[src/rtl/branch_unit_pipe_if.sv]
// Handshake bundle between the branch descriptor producer and branch_unit_pipe.
// The unit attaches through the slave modport; the producer/consumer through master.
interface branch_unit_pipe_if #(
    parameter int ADDR_W = 32,
    parameter int OFF_W  = 24
);
    logic              in_valid;
    logic              in_ready;
    logic [ADDR_W-1:0] in_pc;
    logic [OFF_W-1:0]  in_offset;
    logic [2:0]        in_type;
    logic              in_z;
    logic              out_valid;
    logic              out_ready;
    logic [ADDR_W-1:0] out_target;
    logic              out_taken;
    logic              out_link_we;
    logic [ADDR_W-1:0] out_link;
    logic              out_ras_ovf;
    logic              out_ras_unf;

    modport slave (
        input  in_valid, in_pc, in_offset, in_type, in_z, out_ready,
        output in_ready, out_valid, out_target, out_taken, out_link_we,
               out_link, out_ras_ovf, out_ras_unf
    );

    modport master (
        output in_valid, in_pc, in_offset, in_type, in_z, out_ready,
        input  in_ready, out_valid, out_target, out_taken, out_link_we,
               out_link, out_ras_ovf, out_ras_unf
    );
endinterface

[src/rtl/branch_unit_pipe.sv]
// Single-stage branch resolution unit with a circular return address stack.
// One descriptor per cycle in, registered target/taken result one cycle later.
module branch_unit_pipe #(
    parameter int ADDR_W    = 32,
    parameter int OFF_W     = 24,
    parameter int PIPE_OFS  = 8,
    parameter int RAS_DEPTH = 4
) (
    input  logic                clk,
    input  logic                rst,
    branch_unit_pipe_if.slave   bus
);
    localparam int PTR_W = $clog2(RAS_DEPTH);
    localparam int CNT_W = $clog2(RAS_DEPTH + 1);

    localparam logic [2:0] TYPE_B   = 3'd1;
    localparam logic [2:0] TYPE_BL  = 3'd2;
    localparam logic [2:0] TYPE_BEQ = 3'd3;
    localparam logic [2:0] TYPE_BNE = 3'd4;
    localparam logic [2:0] TYPE_RET = 3'd5;

    function automatic logic [ADDR_W-1:0] rel_target(input logic [ADDR_W-1:0] pc,
                                                    input logic [OFF_W-1:0]  off);
        logic signed [ADDR_W-1:0] off_ext;
        off_ext = ADDR_W'(signed'(off));
        return pc + ADDR_W'(PIPE_OFS) + (off_ext <<< 2);
    endfunction

    logic                 out_valid_q,   out_valid_d;
    logic [ADDR_W-1:0]    out_target_q,  out_target_d;
    logic                 out_taken_q,   out_taken_d;
    logic                 out_link_we_q, out_link_we_d;
    logic [ADDR_W-1:0]    out_link_q,    out_link_d;
    logic                 out_ras_ovf_q, out_ras_ovf_d;
    logic                 out_ras_unf_q, out_ras_unf_d;
    logic [PTR_W-1:0]     wp_q,          wp_d;
    logic [CNT_W-1:0]     cnt_q,         cnt_d;
    logic [ADDR_W-1:0]    ras_mem_q [RAS_DEPTH];

    logic                 in_ready;
    logic                 accept;
    logic                 ras_we;
    logic [ADDR_W-1:0]    rel;
    logic [ADDR_W-1:0]    seq;
    logic [ADDR_W-1:0]    ras_top;
    logic [PTR_W-1:0]     wp_dec;
    logic                 ras_empty;
    logic                 ras_full;

    assign in_ready  = !out_valid_q || bus.out_ready;
    assign accept    = bus.in_valid && in_ready;
    assign rel       = rel_target(bus.in_pc, bus.in_offset);
    assign seq       = bus.in_pc + ADDR_W'(4);
    assign wp_dec    = wp_q - PTR_W'(1);
    assign ras_top   = ras_mem_q[wp_dec];
    assign ras_empty = (cnt_q == '0);
    assign ras_full  = (cnt_q == CNT_W'(RAS_DEPTH));

    always_comb begin
        out_valid_d   = out_valid_q;
        out_target_d  = out_target_q;
        out_taken_d   = out_taken_q;
        out_link_we_d = out_link_we_q;
        out_link_d    = out_link_q;
        out_ras_ovf_d = out_ras_ovf_q;
        out_ras_unf_d = out_ras_unf_q;
        wp_d          = wp_q;
        cnt_d         = cnt_q;
        ras_we        = 1'b0;

        if (accept) begin
            out_valid_d   = 1'b1;
            out_target_d  = seq;
            out_taken_d   = 1'b0;
            out_link_we_d = 1'b0;
            out_link_d    = seq;
            out_ras_ovf_d = 1'b0;
            out_ras_unf_d = 1'b0;
            case (bus.in_type)
                TYPE_B: begin
                    out_target_d = rel;
                    out_taken_d  = 1'b1;
                end
                TYPE_BL: begin
                    out_target_d  = rel;
                    out_taken_d   = 1'b1;
                    out_link_we_d = 1'b1;
                    ras_we        = 1'b1;
                    wp_d          = wp_q + PTR_W'(1);
                    // A full stack keeps its count; the slot at wp is the oldest entry.
                    if (ras_full) begin
                        out_ras_ovf_d = 1'b1;
                    end else begin
                        cnt_d = cnt_q + CNT_W'(1);
                    end
                end
                TYPE_BEQ: begin
                    out_taken_d  = bus.in_z;
                    out_target_d = bus.in_z ? rel : seq;
                end
                TYPE_BNE: begin
                    out_taken_d  = !bus.in_z;
                    out_target_d = !bus.in_z ? rel : seq;
                end
                TYPE_RET: begin
                    if (ras_empty) begin
                        out_ras_unf_d = 1'b1;
                    end else begin
                        out_target_d = ras_top;
                        out_taken_d  = 1'b1;
                        wp_d         = wp_dec;
                        cnt_d        = cnt_q - CNT_W'(1);
                    end
                end
                default: ;
            endcase
        end else if (bus.out_ready) begin
            out_valid_d = 1'b0;
        end
    end

    always_ff @(posedge clk) begin
        if (rst) begin
            out_valid_q   <= 1'b0;
            out_target_q  <= '0;
            out_taken_q   <= 1'b0;
            out_link_we_q <= 1'b0;
            out_link_q    <= '0;
            out_ras_ovf_q <= 1'b0;
            out_ras_unf_q <= 1'b0;
            wp_q          <= '0;
            cnt_q         <= '0;
        end else begin
            out_valid_q   <= out_valid_d;
            out_target_q  <= out_target_d;
            out_taken_q   <= out_taken_d;
            out_link_we_q <= out_link_we_d;
            out_link_q    <= out_link_d;
            out_ras_ovf_q <= out_ras_ovf_d;
            out_ras_unf_q <= out_ras_unf_d;
            wp_q          <= wp_d;
            cnt_q         <= cnt_d;
        end
    end

    // Stack storage carries no reset; only pointer and count define its contents.
    always_ff @(posedge clk) begin
        if (ras_we && !rst) begin
            ras_mem_q[wp_q] <= seq;
        end
    end

    assign bus.in_ready    = in_ready;
    assign bus.out_valid   = out_valid_q;
    assign bus.out_target  = out_target_q;
    assign bus.out_taken   = out_taken_q;
    assign bus.out_link_we = out_link_we_q;
    assign bus.out_link    = out_link_q;
    assign bus.out_ras_ovf = out_ras_ovf_q;
    assign bus.out_ras_unf = out_ras_unf_q;
endmodule

[src/flat_wrapper.sv]
// flat-port wrapper written by rule: the top's interface ports become plain ports
module branch_unit_pipe_flat 
#(
    parameter int ADDR_W    = 32,
    parameter int OFF_W     = 24,
    parameter int PIPE_OFS  = 8,
    parameter int RAS_DEPTH = 4
)
  (clk, rst, bus_in_valid, bus_in_pc, bus_in_offset, bus_in_type, bus_in_z, bus_out_ready, bus_in_ready, bus_out_valid, bus_out_target, bus_out_taken, bus_out_link_we, bus_out_link, bus_out_ras_ovf, bus_out_ras_unf);
  branch_unit_pipe_if #(.ADDR_W(ADDR_W), .OFF_W(OFF_W)) bus_i ();
  input  logic clk;
  input  logic rst;
  input wire logic [$bits(bus_i.in_valid)-1:0] bus_in_valid;
  input wire logic [$bits(bus_i.in_pc)-1:0] bus_in_pc;
  input wire logic [$bits(bus_i.in_offset)-1:0] bus_in_offset;
  input wire logic [$bits(bus_i.in_type)-1:0] bus_in_type;
  input wire logic [$bits(bus_i.in_z)-1:0] bus_in_z;
  input wire logic [$bits(bus_i.out_ready)-1:0] bus_out_ready;
  output wire logic [$bits(bus_i.in_ready)-1:0] bus_in_ready;
  output wire logic [$bits(bus_i.out_valid)-1:0] bus_out_valid;
  output wire logic [$bits(bus_i.out_target)-1:0] bus_out_target;
  output wire logic [$bits(bus_i.out_taken)-1:0] bus_out_taken;
  output wire logic [$bits(bus_i.out_link_we)-1:0] bus_out_link_we;
  output wire logic [$bits(bus_i.out_link)-1:0] bus_out_link;
  output wire logic [$bits(bus_i.out_ras_ovf)-1:0] bus_out_ras_ovf;
  output wire logic [$bits(bus_i.out_ras_unf)-1:0] bus_out_ras_unf;
  assign bus_i.in_valid = bus_in_valid;
  assign bus_i.in_pc = bus_in_pc;
  assign bus_i.in_offset = bus_in_offset;
  assign bus_i.in_type = bus_in_type;
  assign bus_i.in_z = bus_in_z;
  assign bus_i.out_ready = bus_out_ready;
  assign bus_in_ready = bus_i.in_ready;
  assign bus_out_valid = bus_i.out_valid;
  assign bus_out_target = bus_i.out_target;
  assign bus_out_taken = bus_i.out_taken;
  assign bus_out_link_we = bus_i.out_link_we;
  assign bus_out_link = bus_i.out_link;
  assign bus_out_ras_ovf = bus_i.out_ras_ovf;
  assign bus_out_ras_unf = bus_i.out_ras_unf;
  branch_unit_pipe #(.ADDR_W(ADDR_W), .OFF_W(OFF_W), .PIPE_OFS(PIPE_OFS), .RAS_DEPTH(RAS_DEPTH)) u_core (.clk(clk), .rst(rst), .bus(bus_i));
endmodule
[config.mk]
export PLATFORM = sky130hd
export DESIGN_NAME = branch_unit_pipe_flat
export DESIGN_NICKNAME = d
export VERILOG_FILES = /design/src/rtl/branch_unit_pipe_if.sv /design/src/rtl/branch_unit_pipe.sv /design/src/flat_wrapper.sv
export SDC_FILE = /design/constraint.sdc
export NUM_CORES = 1
export LEC_CHECK = 0
export BUFFER_PORTS_ARGS = -buffer_cell sky130_fd_sc_hd__buf_4
export CAP_MARGIN = 40
export CORE_MARGIN = 2
export CORE_UTILIZATION = 58
export DETAILED_ROUTE_END_ITERATION = 12
export GPL_TIMING_DRIVEN = 0
export PLACE_DENSITY = 0.8
export SETUP_SLACK_MARGIN = 0.02
export SLEW_MARGIN = 30
export SYNTH_ARGS = -nofsm -noshare
export SYNTH_HDL_FRONTEND = slang
export SYNTH_SLANG_ARGS = --single-unit
export TNS_END_PERCENT = 100
[constraint.sdc]
create_clock -name clk -period 3.9 [get_ports clk]
set_input_delay 0.195 -clock clk [delete_from_list [all_inputs] [get_ports clk]]
set_output_delay 0.195 -clock clk [all_outputs]
set_load 0.02 [all_outputs]
* Word level (Yosys, flattened, before mapping)
Memory sizes are Yosys's and may differ from the RTL's. Cells that the tools add are included.
Word-level totals: memory bits (writable) 128, bits in registers 74, memories kept 1, output and inout port bits 70, input bits 64
Memories:
- u_core.ras_mem_q | words 4, bits a word 32, rd ports 1, clocked after memory_dff 0, wr ports 1, RTL line branch_unit_pipe.sv:38 | logic [ADDR_W-1:0] ras_mem_q [RAS_DEPTH];
Operators by class: mux-type cells 21, eq/ne operators 8, reductions and logical operators 12, add/subtract/negate cells 7
Operators with widths (count):
- 32-bit one-hot mux with 4 select lines | 1
- 32-bit 2-to-1 mux | 3
- 32-bit by 3-bit adder with 32-bit output (second input constant) | 1
- 32-bit adder | 1
- 32-bit by 4-bit adder with 32-bit output (second input constant) | 1
- 1-bit 2-to-1 mux | 11
- 3-bit equality test (second input constant) | 3
- 3-bit by 2-bit equality test with 1-bit output (second input constant) | 2
- 3-bit 2-to-1 mux | 2
- 3-bit one-hot mux with 2 select lines | 1
- 2-bit != test (second input constant) | 2
- 1-bit one-hot mux with 4 select lines | 1
- 2-bit one-hot mux with 2 select lines | 1
- 4-bit AND reduction | 1
- 2-bit nonzero test | 2
- 3-bit by 1-bit adder with 3-bit output (second input constant) | 1
- 3-bit by 1-bit equality test with 1-bit output (second input constant) | 1
- 1-bit logical NOT | 3
- 3-bit logical NOT | 1
- 3-bit AND reduction | 1
- 3-bit by 1-bit subtractor with 3-bit output (second input constant) | 1
- 2-bit by 1-bit adder with 2-bit output (second input constant) | 1
- 1-bit logical AND | 2
- 2-bit 2-to-1 mux | 1
- 3 further kinds | 3

* Longest topological paths before layout
Gate-level depths: netlist of the first run.
depth after elaboration 7, mapped depth 15, gate-level depth less buffers 15

* Least setup slack after synthesis of the first run
OpenSTA, ideal clock, no wires.
path kind reg-to-reg, start point reg u_core.wp_q[0], end point reg u_core.out_target_q[15] (netlist: u_core.bus.out_target[15]), buffers on the path 6, setup time 0.133 ns, slack 0.558 ns, stages on the path, launching flop included 12, data required time 3.767 ns, arrival time 3.209 ns, period minus slack after synthesis 3.342 ns, cells stage by stage dfxtp_1 clkbuf_1 buf_2 buf_2 inv_1 ha_1 clkbuf_1 clkbuf_1 buf_1 mux4_2 a22oi_1 a31oi_1
On the way: longest elaborated chain between the ends 4
Ends and longest elaborated chain:
- from (decl) | RTL line branch_unit_pipe.sv:36 | logic [PTR_W-1:0] wp_q, wp_d;
- from (signal assigned) | RTL line branch_unit_pipe.sv:141 | wp_q <= wp_d;
- 2-bit by 1-bit subtractor with 2-bit output | RTL line branch_unit_pipe.sv:54 | assign wp_dec = wp_q - PTR_W'(1);
- memory read 4 x 32 bit
- 32-bit 2-to-1 mux | RTL line branch_unit_pipe.sv:106 | if (ras_empty) begin
- 32-bit one-hot mux with 4 select lines | RTL line branch_unit_pipe.sv:79 | case (bus.in_type)
- to (signal assigned) | RTL line branch_unit_pipe.sv:135 | out_target_q <= out_target_d;
- to (decl) | RTL line branch_unit_pipe.sv:30 | logic [ADDR_W-1:0] out_target_q, out_target_d;
Every way passes these cells. A chain may end at the register's enable or synchronous reset.

* Final worst setup path of the first run
start point reg u_core.wp_q[0], end point reg u_core.out_target_q[13] (netlist: u_core.bus.out_target[13])
Same word-level chain as after synthesis.

==> results of run 1 <==
-- sequential cells by signal, indices dropped and copies added (netlist names) --
signal and cells:
u_core.bus.out_link 32, u_core.bus.out_link_we 1, u_core.bus.out_ras_ovf 1, u_core.bus.out_ras_unf 1, u_core.bus.out_taken 1, u_core.bus.out_target 32
u_core.bus.out_valid 1, u_core.cnt_q 3, u_core.ras_mem_q 128, u_core.wp_q 2
-- worst max path at each step --
stage,from,end,slack (ps),depth (start not counted)
final,u_core.wp_q[0]$_SDFFE_PP0P_,u_core.bus.out_target[13]$_SDFFE_PP0P_,220,11
after global routing,u_core.wp_q[0]$_SDFFE_PP0P_,u_core.bus.out_target[15]$_SDFFE_PP0P_,50,11
after CTS,u_core.wp_q[0]$_SDFFE_PP0P_,u_core.bus.out_target[13]$_SDFFE_PP0P_,70,11
after detailed placement,u_core.wp_q[0]$_SDFFE_PP0P_,u_core.bus.out_target[13]$_SDFFE_PP0P_,-730,11
after global placement,u_core.wp_q[0]$_SDFFE_PP0P_,u_core.bus.out_target[13]$_SDFFE_PP0P_,-590,11
after floorplan,u_core.wp_q[0]$_SDFFE_PP0P_,u_core.bus.out_target[15]$_SDFFE_PP0P_,560,11
-- logic make-up after synthesis --
family	count (synthesis)	share of synthesized area, %
adder cells (fa/ha/maj)	64	7.93
AND/OR/NAND/NOR	271	12.7
AO/OA/AOI/OAI	194	12.7
flip-flops	202	51.8
multiplexers	37	7.49
XOR/XNOR	53	4.58
buffers and inverters	75	2.85
-- cells in the final DEF (no fill, tap or decap), types with 12 or more instances in the layout --
cell type and count:
a21o_1 12, o21ai_0 26, edfxtp_1 128, nand3_1 29, nor2_1 89, a31oi_1 17
nand4_1 12, a22oi_1 12, a221oi_1 14, xor2_1 18, a211oi_1 15, ha_1 62
nor3_1 25, clkbuf_1 37, buf_4 133, dfxtp_1 74, xnor2_1 34, a21oi_1 52
inv_1 28, mux4_2 32, clkbuf_16 21, nand2_1 66
-- worst max-delay path, cell delays in order (launching register included) --
cell and delay (ps):
dfxtp_1 390, clkbuf_2 260, buf_4 290, buf_4 310, inv_1 150, ha_1 310
clkbuf_1 300, clkbuf_2 390, buf_2 400, mux4_2 350, a22oi_1 200, a31oi_1 110
-- repair_timing --
action,4_1_cts,5_1_grt
setup endpoints to repair,29,13
hold endpoints to repair,12,0
hold buffers,4,0
resized for setup,5,2
-- per-stage QoR --
step	worst slack, ps	setup TNS [ps]	utilization, %	hold slack [ps]
final	225	0	71.8	18.0
after global routing	48.0	0	71.8	76.9
after CTS	68.0	0	71.7	23.2
after detailed placement	-730	-10510	67.4	422
after global placement	-590	-7240	66.8	419
after floorplan	558	0	-	291
-- report_power, final --
part / total [mW] / internal [mW] / switching, mW
clock network: 2.03 / 1.20 / 0.832
registers: 2.38 / 2.34 / 0.0428
logic: 1.00 / 0.392 / 0.611
-- routing by layer --
layer | wire, um | part of all wire [%]
met5 | 0 | 0
met4 | 1220 | 4.1
met3 | 2920 | 9.8
met2 | 14100 | 47
met1 | 11600 | 39
-- layout make-up --
class	count	area, sq um
timing repair buffer	140	1120
clock buffer	28	592
tap	225	282
multi-input combinational	619	4680
sequential	202	5330
clock inverter	10	108
fill	1236	4880
buffer	45	190
inverter	30	113
==> results.toml, run 1 <==
[yosys]
syn_nets = 1024
yosysWarnings = 0
ys_seq_area_share_pct = 51.8
synthArstFlopShare_pct = 0
synthTopCellsByCount = "edfxtp_1, nor2_1, dfxtp_1, nand2_1, ha_1"
synth_seq_cells = 202
synth_top_cell_area_share_pct = 37.4
yosysUniqueCellTypes = 66
postSynthAreaPerCell_sq_um = 11.5
synth_flop_cell = "edfxtp_1"
netlist.top_cell.by_area = "edfxtp_1"
synth_top_cells_by_area = "edfxtp_1, dfxtp_1, ha_1"
synth_area_sq_um = 10300
synth_edf_count = 128
synthMostInstantiatedCell = "edfxtp_1"
synth_cells = 896

[job]
maxCapViolCount = 0

[worst_setup_path]
timing.rr.end = "u_core.bus.out_target[13]$_SDFFE_PP0P_"
startpoint_type = "register"
rrSetupSlack_ps = 220
end_kind = "register"
required_ps = 4240
reg2reg_from = "u_core.wp_q[0]$_SDFFE_PP0P_"
cp.arrival_ps = 4010
crit_path_max_fanout = 10
ff2ff_path_depth = 11
critPathKind = "register to register"

[power]
powerDensity_nw_per_um2 = 436
power_mw = 5.41
ir_worst_vdd_mv = 0.381
p_leak_nw = 4.82

[cts]
cts_max_level = 1
cts_setup_buffers = 0
cts_root_buf = "clkbuf_16"
worstSkewPairLatency_ps = 520
cts_tree = "built"
cts.sinks = 202
cts_buffers = 21
cts.path.max_buffers = 3
clk_pin_slew_ps = 70

[timing]
fin_skew_ps = 26.3
max_freq_ghz = 0.272
final_hold_viol_count = 0
slew_headroom_pct = 41.7
fin_crit_sh_pct = 94.2
setup_viol = 0
tightest_slew_ps = 874
period_minus_slack_ps = 3680
rsz0062_at_grt = "no"
drv_slew = 0

[final_layout]
syn_to_final_growth_pct = 20.7
fin_cells = 1299
layout-drive-gt1-share_pct = 21.1
final_area_sq_um = 12400
num-nets-final = 1187
diodes = 0

[placement]
place_congestion = 0.923
place_inst = 1256
hpwl_um = 21300
port_buffers = 131
placed_area_sq_um = 11700

[grt]
grt_max_degree = 23
use_met1_pct = 42.8
use_met2_pct = 51.6
grt_pass1_wl_um = 44400
antenna_found_initial = 0
top_usage_layer = "met2"
overflow = 0
grtUsageMet3_pct = 5.63
grt_pass1_vias = 7880
grtUsageTotal_pct = 32.0

[detailed_routing]
vias = 8293
vias_per_cell = 6.38
dr.pass1.iters = 7
ant_nets = 0
drt_iter0_markers = 944
wire_per_inst_um = 23.0
finalWirelength_um = 29800
drcViolationCount = 0

[die]
die_h_um = 137
initial_core_util_pct = 59.5
ios = 134
dieArea_sq_um = 18800
fp.dieW_um = 137
rows = 48
core_area_sq_um = 17300

[worst_hold_path]
min_to = "u_core.bus.out_valid$_SDFFE_PP0P_"
min-delay-start = "bus_out_ready"
hold_depth = 3
hold_class = "primary input to register"

[outcome]
outcome = "completed"
Power figures use the tool's default switching activity.
==> run 2, diff against run 1 <==
--- a/config.mk
+++ b/config.mk
@@ -7,11 +7,14 @@
 export LEC_CHECK = 0
 export BUFFER_PORTS_ARGS = -buffer_cell sky130_fd_sc_hd__buf_4
 export CAP_MARGIN = 40
+export CELL_PAD_IN_SITES_DETAIL_PLACEMENT = 0
+export CELL_PAD_IN_SITES_GLOBAL_PLACEMENT = 1
 export CORE_MARGIN = 2
-export CORE_UTILIZATION = 58
+export CORE_UTILIZATION = 47
+export CTS_CLUSTER_DIAMETER = 50
 export DETAILED_ROUTE_END_ITERATION = 12
 export GPL_TIMING_DRIVEN = 0
-export PLACE_DENSITY = 0.8
+export PLACE_DENSITY_LB_ADDON = 0.1
 export SETUP_SLACK_MARGIN = 0.02
 export SLEW_MARGIN = 30
 export SYNTH_ARGS = -nofsm -noshare
==> run 2 against run 1 <==
  * Non-clock buffer count is 2 lower
  * Clock skew is 1.5 ps lower
  * Cell count is 4.6% higher
  * Power is 4.6% higher
  * Critical path depth stayed put
  * Combinational power hardly changed
  * Count of clock-buffer cells in the layout is 4 higher
  * Register-to-register slack better by 60 ps
  * Worst setup slack better by 62 ps
  * Clock power is 12% higher
  * Worst hold slack better by 40 ps
==> results.toml, run 2 (synthesis results as in run 1) <==
[outcome]
outcome = "completed"

[die]
die_h_um = 152
rows = 54
dieArea_sq_um = 23100
fp.dieW_um = 152
core_area_sq_um = 21600
ios = 134
initial_core_util_pct = 47.6

[power]
p_int_mw = 4.10
ir_worst_vdd_mv = 0.360
p_switching_mw = 1.56
power_mw = 5.66
combPwrFrac_pct = 17.8
p_leak_nw = 4.87
clkPwrFrac_pct = 40.2
p_seq_share_pct = 42.0
powerDensity_nw_per_um2 = 450
switching_share_pct = 27.5

[timing]
fin_skew_ps = 24.8
rsz0062_at_grt = "no"
fin_crit_sh_pct = 92.6
slew_headroom_pct = 42.7
final_hold_viol_count = 0
period_minus_slack_ps = 3610
tightest_slew_ps = 854
max_freq_ghz = 0.277
setup_viol = 0
drv_slew = 0

[final_layout]
syn_to_final_growth_pct = 22.2
num-nets-final = 1189
layout-drive-gt1-share_pct = 21.6
diodes = 0
layout_common_cells = "buf_4, edfxtp_1, nor2_1, dfxtp_1, nand2_1"
seqCellArea_sq_um = 5330
largest_register_ffs = 128
final_common_cell = "buf_4"
nFillCells = 1881
final_area_sq_um = 12600
top_register = "u_core.ras_mem_q"
multiInputGateArea_sq_um = 4690

[cts]
cts_max_level = 1
clk_pin_slew_ps = 60
worstSkewPairLatency_ps = 520
cts_setup_buffers = 0
cts_tree = "built"
cts_buffers = 25
cts.path.max_buffers = 3
cts.sinks = 202
cts_root_buf = "clkbuf_16"

[detailed_routing]
finalWirelength_um = 31200
vias = 7993
vias_per_cell = 5.88
dr.pass1.iters = 5
drcViolationCount = 0
ant_nets = 0
drt_iter0_markers = 684
wire_per_inst_um = 23.0

[worst_setup_path]
required_ps = 4240
critPathMaxStageDelay_ps = 400
timing.rr.end = "u_core.bus.out_target[16]$_SDFFE_PP0P_"
rrSetupSlack_ps = 290
cpMaxStageDelayCell = "buf_2"
end_kind = "register"
crit_chain = "clkbuf_2, buf_4, clkbuf_4, inv_1, ha_1, clkbuf_1, buf_2, clkbuf_4, mux4_2, a22oi_1, a31oi_1"
cp_common_cell = "clkbuf_4"
critPathKind = "register to register"
cp.arrival_ps = 3960
reg2reg_from = "u_core.wp_q[0]$_SDFFE_PP0P_"
ff2ff_path_depth = 11
startpoint_type = "register"
crit_path_max_fanout = 10

[grt]
grt_pass1_vias = 7823
grtUsageTotal_pct = 26.6
overflow = 0
grt_pass1_wl_um = 46900
grt_max_degree = 33
antenna_found_initial = 0

[placement]
place_congestion = 0.904
port_buffers = 131
hpwl_um = 22800
placed_area_sq_um = 11700

[worst_hold_path]
min_to = "u_core.bus.out_valid$_SDFFE_PP0P_"
min-delay-start = "bus_out_ready"
hold_depth = 3
hold_class = "primary input to register"

[job]
maxCapViolCount = 0
[run 2: cell count changes in the layout (fill, tap and decap cells not counted), moves of 2 or more]
cell	change
and2_2	-2
and2_4	+2
buf_12	-3
clkbuf_16	+4
clkbuf_4	+2
clkinv_1	-2
clkinv_2	+2
[run 2: worst max path at each step]
stage	from	end	slack, ps	cells past startpoint
finish	u_core.wp_q[0]$_SDFFE_PP0P_	u_core.bus.out_target[16]$_SDFFE_PP0P_	290	11
global route	u_core.wp_q[0]$_SDFFE_PP0P_	u_core.bus.out_target[16]$_SDFFE_PP0P_	30	11
CTS	u_core.wp_q[0]$_SDFFE_PP0P_	u_core.bus.out_target[9]$_SDFFE_PP0P_	30	11
detailed placement	u_core.wp_q[0]$_SDFFE_PP0P_	u_core.bus.out_target[13]$_SDFFE_PP0P_	-860	11
global placement	u_core.wp_q[0]$_SDFFE_PP0P_	u_core.bus.out_target[16]$_SDFFE_PP0P_	-800	11
floorplan	u_core.wp_q[0]$_SDFFE_PP0P_	u_core.bus.out_target[15]$_SDFFE_PP0P_	560	11
[run 2: area by class of cell]
cell class | count | area share (%)
sequential | 202 | 42.3
multi-input combinational | 619 | 37.3
timing repair buffer | 138 | 8.66
clock buffer | 32 | 5.42
tap | 280 | 2.79
buffer | 45 | 1.53
clock inverter | 13 | 1.10
inverter | 30 | 0.895
[run 2: routing by layer]
layer | global-route usage, % | wire length [um]
met3 | 4.34 | 2280
met1 | 37.8 | 13700
met5 | 0 | 0
met4 | 7.17 | 799
met2 | 42.6 | 14400
[run 2: power by group through the flow]
stage	registers (mW)	logic (mW)	clock network [mW]
detailed placement	2.42	0.989	0
floorplan	2.48	0.540	0
CTS	2.38	0.999	2.29
global route	2.39	1.09	2.39
finish	2.38	1.01	2.28
global placement	2.43	0.984	0
[run 2: through the flow]
| stage | hold WS, ps | cells | setup WS (ps) | util, % | TNS [ps] |
|---|---|---|---|---|---|
| global route | 100 | 1359 | 26.0 | 58.2 | 0 |
| finish | 57.7 | 1359 | 287 | 58.2 | 0 |
| floorplan | 291 | 896 | 558 | - | 0 |
| CTS | 39.8 | 1359 | 34.5 | 58.1 | 0 |
| global placement | 423 | 1307 | -798 | 53.8 | -12810 |
| detailed placement | 427 | 1310 | -859 | 54.1 | -14100 |
[run 2: critical path: cells and delay by family, from the launching register on]
kind / cells / cell delay (ps)
multiplexers: 1 / 330
buffers and inverters: 7 / 2150
AO/OA/AOI/OAI: 2 / 270
flip-flops: 1 / 360
adder cells (fa/ha/maj): 1 / 300
[run 2: timing repair]
action / CTS / global route
endpoints found under the setup margin: 29 / 15
gates resized for setup: 5 / 3
hold buffers: 4 / 0
endpoints found under the hold margin: 12 / 0
